`src/rtl/avr_dmem_arbiter.sv`:
```
// Data-memory arbiter for the AVR core: shares one synchronous SRAM port between
// the core (fixed priority, optional lock) and the host (starvation-protected).
module avr_dmem_arbiter #(
    parameter int AW       = 11,
    parameter int DW       = 8,
    parameter int MAX_WAIT = 4
) (
    input  logic          clk,
    input  logic          reset,
    input  logic          c_req,
    input  logic          c_we,
    input  logic [AW-1:0] c_addr,
    input  logic [DW-1:0] c_wdata,
    input  logic          c_lock,
    output logic          c_gnt,
    output logic          c_rvalid,
    output logic [DW-1:0] c_rdata,
    input  logic          h_req,
    input  logic          h_we,
    input  logic [AW-1:0] h_addr,
    input  logic [DW-1:0] h_wdata,
    output logic          h_gnt,
    output logic          h_rvalid,
    output logic [DW-1:0] h_rdata,
    output logic          mem_en,
    output logic          mem_we,
    output logic [AW-1:0] mem_addr,
    output logic [DW-1:0] mem_wdata,
    input  logic [DW-1:0] mem_rdata
);

    localparam logic [3:0] WAIT_MAX = 4'(MAX_WAIT);

    typedef enum logic [1:0] {
        OWN_NONE = 2'd0,
        OWN_C    = 2'd1,
        OWN_H    = 2'd2
    } owner_t;

    logic [3:0]    wait_cnt;
    logic          locked;
    owner_t        rd_owner;
    logic [DW-1:0] c_hold;
    logic [DW-1:0] h_hold;
    logic          lock_eff;

    // Lock releases in the very cycle c_lock drops, so that cycle arbitrates normally.
    assign lock_eff = locked & c_lock;

    always_comb begin
        c_gnt = 1'b0;
        h_gnt = 1'b0;
        if (!reset) begin
            if (lock_eff) begin
                c_gnt = c_req;
            end else if (wait_cnt == WAIT_MAX) begin
                if (h_req) h_gnt = 1'b1;
                else       c_gnt = c_req;
            end else if (c_req) begin
                c_gnt = 1'b1;
            end else begin
                h_gnt = h_req;
            end
        end
    end

    always_comb begin
        mem_en    = c_gnt | h_gnt;
        mem_we    = 1'b0;
        mem_addr  = '0;
        mem_wdata = '0;
        if (c_gnt) begin
            mem_we    = c_we;
            mem_addr  = c_addr;
            mem_wdata = c_wdata;
        end else if (h_gnt) begin
            mem_we    = h_we;
            mem_addr  = h_addr;
            mem_wdata = h_wdata;
        end
    end

    always_ff @(posedge clk) begin
        if (reset) begin
            wait_cnt <= '0;
            locked   <= 1'b0;
            rd_owner <= OWN_NONE;
            c_hold   <= '0;
            h_hold   <= '0;
        end else begin
            if (h_req && !h_gnt) begin
                if (wait_cnt != WAIT_MAX) wait_cnt <= wait_cnt + 4'd1;
            end else begin
                wait_cnt <= '0;
            end

            if (!c_lock)    locked <= 1'b0;
            else if (c_gnt) locked <= 1'b1;

            if (c_gnt && !c_we)      rd_owner <= OWN_C;
            else if (h_gnt && !h_we) rd_owner <= OWN_H;
            else                     rd_owner <= OWN_NONE;

            if (rd_owner == OWN_C) c_hold <= mem_rdata;
            if (rd_owner == OWN_H) h_hold <= mem_rdata;
        end
    end

    // Read data is live from the SRAM for the owner; the other port keeps its last word.
    assign c_rvalid = (rd_owner == OWN_C) && !reset;
    assign h_rvalid = (rd_owner == OWN_H) && !reset;
    assign c_rdata  = (rd_owner == OWN_C) ? mem_rdata : c_hold;
    assign h_rdata  = (rd_owner == OWN_H) ? mem_rdata : h_hold;

endmodule
```
`config.mk`:
```
export PLATFORM = sky130hd
export DESIGN_NAME = avr_dmem_arbiter
export DESIGN_NICKNAME = d
export VERILOG_FILES = /design/src/rtl/avr_dmem_arbiter.sv
export SDC_FILE = /design/constraint.sdc
export NUM_CORES = 1
export LEC_CHECK = 0
export ABC_AREA = 1
export ABC_CLOCK_PERIOD_IN_PS = 1930
export CAP_MARGIN = 0
export CELL_PAD_IN_SITES_DETAIL_PLACEMENT = 0
export CELL_PAD_IN_SITES_GLOBAL_PLACEMENT = 1
export CORE_ASPECT_RATIO = 1.25
export CORE_MARGIN = 4
export CORE_UTILIZATION = 24
export DETAILED_ROUTE_END_ITERATION = 16
export GPL_TIMING_DRIVEN = 0
export PLACE_DENSITY = 0.76
export RECOVER_POWER = 100
export SYNTH_ARGS = -nofsm -noshare
export SYNTH_HDL_FRONTEND = slang
export SYNTH_SLANG_ARGS = --single-unit
```
`constraint.sdc`:
```
create_clock -name clk -period 1.93 [get_ports clk]
set_input_delay 0.386 -clock clk [delete_from_list [all_inputs] [get_ports clk]]
set_output_delay 0.386 -clock clk [all_outputs]
set_load 0.03 [all_outputs]
```
Yosys cells after proc, flatten, opt, wreduce, memory -nomap -nowiden
Index checks and enable logic that the tools add are counted.
Widths: inputs -> output; s select.
{"block": "word_totals", "regBits": 23, "input_bits": 53, "output_inout_bits": 41, "word_cells": 47}
{"block": "op_classes", "n_addsub": 1, "eq_ne": 4, "mux": 20, "bitwise": 4, "n_reduce_logical": 12}
{"cell": "$mux 8", "count": 4}
{"cell": "$mux 11", "count": 2}
{"cell": "$mux 1", "count": 13}
{"cell": "$reduce_or 2->1", "count": 3}
{"cell": "$logic_and 1x1->1", "count": 5}
{"cell": "$add 4x1->4 const B", "count": 1}
{"cell": "$eq 4x3->1 const B", "count": 1}
{"cell": "$logic_not 1->1", "count": 4}
{"cell": "$ne 4x3->1 const B", "count": 1}
{"cell": "$eq 2x1->1 const B", "count": 1}
{"cell": "$eq 2x2->1 const B", "count": 1}
{"cell": "$mux 2", "count": 1}
{"cell": "$not 1->1", "count": 2}
{"cell": "$and 1x1->1", "count": 1}
{"cell": "$or 1x1->1", "count": 1}

Longest topological paths before layout
Gate-level depths: netlist of the first run.
{"block": "logic_depth", "word_depth": 8, "ltp_mapped": 8, "ltp_nobuf": 7}

Worst setup path before layout of the first run
Ideal clock, no wire load.
{"block": "synth_path", "path_type": "register to output", "start": "register wait_cnt[0]", "end": "output port mem_addr[0]", "t_arrival_ns": 1.294, "path_slack_ns": 0.250, "stages_incl_launch_ff": 9, "n_path_buf": 1, "cell_sequence": "dfxtp_1 inv_1 ha_1 nand2_2 nor2_2 nand2_2 buf_6 nand3_2 nand2_1"}
{"block": "synth_between", "elab_chain_cells": 6, "elab_cells_between_ends": 9, "cone_classes": "1 x eq/ne; 8 x mux"}
{"element": "start, declared", "line": "40", "rtl": "logic [3:0] wait_cnt;"}
{"element": "start signal, assigned", "line": "92", "rtl": "if (wait_cnt != WAIT_MAX) wait_cnt <= wait_cnt + 4'd1;"}
{"element": "$eq 4x3->1 (*)", "line": "56", "rtl": "end else if (wait_cnt == WAIT_MAX) begin"}
{"element": "$mux 1", "line": "56"}
{"element": "$mux 1", "line": "54", "rtl": "if (lock_eff) begin"}
{"element": "$mux 1", "line": "53", "rtl": "if (!reset) begin"}
{"element": "$mux 11", "line": "76", "rtl": "end else if (h_gnt) begin"}
{"element": "$mux 11 (*)", "line": "72", "rtl": "if (c_gnt) begin"}
{"element": "end, declared", "line": "27", "rtl": "output logic [AW-1:0] mem_addr,"}
Mark *: on every way between the ends. The rest lies on a longest branch, timed or not.

Worst setup path in the final report of the first run
{"block": "layout_path", "start": "register wait_cnt[0]", "end": "output port mem_wdata[2]"}
{"block": "layout_between", "elab_chain_cells": 6, "elab_cells_between_ends": 9, "cone_classes": "1 x eq/ne; 8 x mux"}
{"element": "$eq 4x3->1 (*)", "line": "56"}
{"element": "$mux 1", "line": "56"}
{"element": "$mux 1", "line": "54"}
{"element": "$mux 1", "line": "53"}
{"element": "$mux 8", "line": "76"}
{"element": "$mux 8 (*)", "line": "72"}
{"element": "end, declared", "line": "28", "rtl": "output logic [DW-1:0] mem_wdata,"}
Marks and branches as above.

==> results.toml, run 1 <==
[pwr]
p_sw_share_pct = 32.4
leakage_nw = 1.51
ir_drop_uv = 254
p_int_uw = 920
clkPwrFrac_pct = 21.9
pwr-share-comb_pct = 41.4
pwr-share-seq_pct = 36.7
p_per_area_nw_per_um2 = 445
totalPowerFinal_mw = 1.36
power.switching_uw = 441

[synth]
synth_area_leader_cell = "dfxtp_1"
synth_top_area_share_pct = 30.3
synth_area_leaders = "dfxtp_1, nand3_2, nand2_1, inv_1, nand3_1"
ys_seq_elements = 23
ys_seq_area_share_pct = 30.3
syn_nets = 286
synthCells = 231
synthesis.area_um2 = 1520
avgSynthCellArea_um2 = 6.58
ys.warnings.count = 0
synth_cell_types = 17

[setup_path]
cp_data_required_time_ns = 1.54
cp_num_cells = 9
arrival_ns = 1.57
cpMostUsedCell = "nand2_4"
r2r-start = "wait_cnt[0]"
cp-endpoint = "mem_wdata[2]"
startpoint = "wait_cnt[0]"
reg2reg_slack_ns = 0.69
end_kind = "output pin"
path_cells = "inv_2 > ha_4 > nand2_4 > nor2_4 > nand2_4 > clkbuf_16 > nand3_2 > nand2_2 > buf_6"
cp_max_fo = 6
cp_top_family = "simple AND/OR/NAND/NOR gates"
start_kind = "flop"
r2r-end = "wait_cnt[3]"
cpPeakStageDelay_ns = 0.33
cp_slowest_cell = "dfxtp_2"
r2r_cells = 7
path_buf_inv = 3
worstSetupPathType = "reg2out"

[place]
post-place-ws_ns = -0.731
dpl.hpwl_um = 3820
gp_congestion = 0.794
portBuffers = 93
placed_area_um2 = 2560

[timing]
max_slew.worst_pin.slew_ns = 0.287
slew_violations = 0
hold_viol = 0
hold_ws_ns = 0.528
final.setup.tns_ns = -0.142
setup_viol = 13
timing.final.ws_setup_ns = -0.0229
rsz0062_at_grt = "true"
clock.fmax_mhz = 512
min_period_ns = 1.95
relSlewSlack_pct = 80.8
post-route-period-util_pct = 101
skew_ns = 0.00231

[floorplanning]
fp.dieW_um = 79.2
io_pins = 94
die_h_um = 96.9
core_region_area_um2 = 6170
start_util_pct = 24.6
dieArea_um2 = 7670
row_count = 32

[clocking]
numCtsBuffers = 3
cts_tree = "done"
root_buffer = "clkbuf_8"
htreeDepth = 1
worstSkewPairLatency_ns = 0.27
holdBufCountCts = 0
cts_sinks = 23
clk_pin_slew_ns = 0.08
clk_path_buf_depth = 2

[drt]
post_drt_via_cell_ratio = 4.15
wl_um = 5070
detail-route-antenna-nets = 0
vias = 1789
routedWlPerCell_um = 11.8
first_pass_iters = 4
drc = 0
dr.first_iter.drc_count = 47

[cells_and_area]
finalInstanceArea_um2 = 3060
area_growth_pct = 101
fin_nets = 402
antenna_cells = 0
layout-drive-gt1-share_pct = 38.2

[grt]
overflow = 0
grt_pass1_vias = 1732
grt_max_degree = 18
grtUsageTotal_pct = 13.1
antenna_found_initial = 0
grt_pass1_wl_um = 8090

[outcome]
outcome = "finished with violations"
violations = "setup timing"

[worst_hold_path]
hold_path_class = "reg2reg"

[run]
maxCapViolCount = 0
-- synth_stat cells --
library cell / count
o21ai_0: 18
buf_2: 5
clkbuf_1: 1
ha_1: 2
nand4_1: 2
dfxtp_1: 23
nor2_1: 27
nor2_2: 1
nand2_1: 52
inv_1: 46
nor2_4: 1
nand2_2: 3
a21oi_1: 1
buf_6: 6
nand3_2: 21
nand3_1: 21
xor2_1: 1
-- state kept, by name, summed over array words and instances (netlist names) --
register and cells:
locked 1, rd_owner 2, wait_cnt 4, c_hold 8
h_hold 8
-- per-layer routing --
metal	routed length, µm	up-vias	global-route usage [%]
li1	-	940	-
met1	1920	802	13.2
met2	2840	37	25.4
met4	116	0	4.23
met3	204	10	2.98
met5	0	-	0
-- timing repair --
item,in CTS,in global routing
endpoints found under the hold margin,0,0
buffers inserted,14,0
endpoints found under the setup margin,41,37
pin swaps,3,0
cloned,4,1
gates resized for setup,262,28
-- power by group through the flow --
| stage | Combinational, mW | Sequential (mW) | Clock (mW) |
|---|---|---|---|
| finish | 0.563 | 0.500 | 0.298 |
| global route | 0.602 | 0.502 | 0.334 |
| CTS | 0.549 | 0.500 | 0.314 |
| detailed placement | 0.489 | 0.511 | 0 |
| global placement | 0.488 | 0.510 | 0 |
| floorplan | 0.242 | 0.509 | 0 |
-- metrics by stage --
stage               utilization [%]  std cells
floorplan                         -        231
finish                         49.6        431
global placement               41.5        409
CTS                            47.6        430
global route                   49.6        431
detailed placement             41.5        409
-- kinds of logic after synthesis --
group / synth area share [%]
AND/OR/NAND/NOR: 43.5
buffers and inverters: 17.7
flip-flops: 30.3
AO/OA/AOI/OAI: 6.26
adder cells (fa/ha/maj): 1.65
XOR/XNOR: 0.577
-- layout make-up --
class | instances | area (µm²)
Fill cell | 606 | 3110
Timing Repair Buffer | 112 | 1190
Multi-Input combinational cell | 150 | 941
Sequential cell | 23 | 463
Inverter | 46 | 173
Buffer | 11 | 140
Tap cell | 85 | 106
Clock buffer | 4 | 45.0
-- layout by cell type (no fill, tap or decap), types with 4 or more instances in the layout --
| master | instances |
|---|---|
| clkdlybuf4s15_2 | 18 |
| o21ai_1 | 8 |
| nand2_2 | 22 |
| nand2_1 | 31 |
| inv_1 | 44 |
| dfxtp_1 | 21 |
| nand3_1 | 21 |
| buf_2 | 4 |
| buf_4 | 10 |
| clkdlybuf4s50_1 | 48 |
| nand3_4 | 6 |
| nand3_2 | 15 |
| dlygate4sd2_1 | 4 |
| nor2_1 | 26 |
| o21ai_2 | 4 |
| o21ai_0 | 6 |
| buf_6 | 30 |
-- worst min-delay path: stages (launching register included) --
cell and delay [ns]:
dfxtp_1 0.30, inv_1 0.04, nand2_1 0.05, o21ai_2 0.06
nor2_1 0.04
-- worst min-delay path by stage --
stage                             end  slack (ns)      start  cells after the start
after global placement         locked        0.52     locked                      4
after detailed placement       locked        0.53     locked                      4
after global routing           locked        0.55     c_lock                      3
final                       c_hold[2]        0.53  c_hold[2]                      4
after CTS                      locked        0.52     c_lock                      3
after floorplan           rd_owner[0]        0.46       c_we                      1
Power figures use the tool's default switching activity.
==> inputs of run 2 (changes only) <==
--- a/config.mk
+++ b/config.mk
@@ -6,7 +6,6 @@
 export NUM_CORES = 1
 export LEC_CHECK = 0
 export ABC_AREA = 1
-export ABC_CLOCK_PERIOD_IN_PS = 1930
 export CAP_MARGIN = 0
 export CELL_PAD_IN_SITES_DETAIL_PLACEMENT = 0
 export CELL_PAD_IN_SITES_GLOBAL_PLACEMENT = 1
@@ -14,6 +13,7 @@
 export CORE_MARGIN = 4
 export CORE_UTILIZATION = 24
 export DETAILED_ROUTE_END_ITERATION = 16
+export GPL_ROUTABILITY_DRIVEN = 0
 export GPL_TIMING_DRIVEN = 0
 export PLACE_DENSITY = 0.76
 export RECOVER_POWER = 100
==> results of run 2 <==
No change in the layout: final DEF, timing and power equal those of run 1.
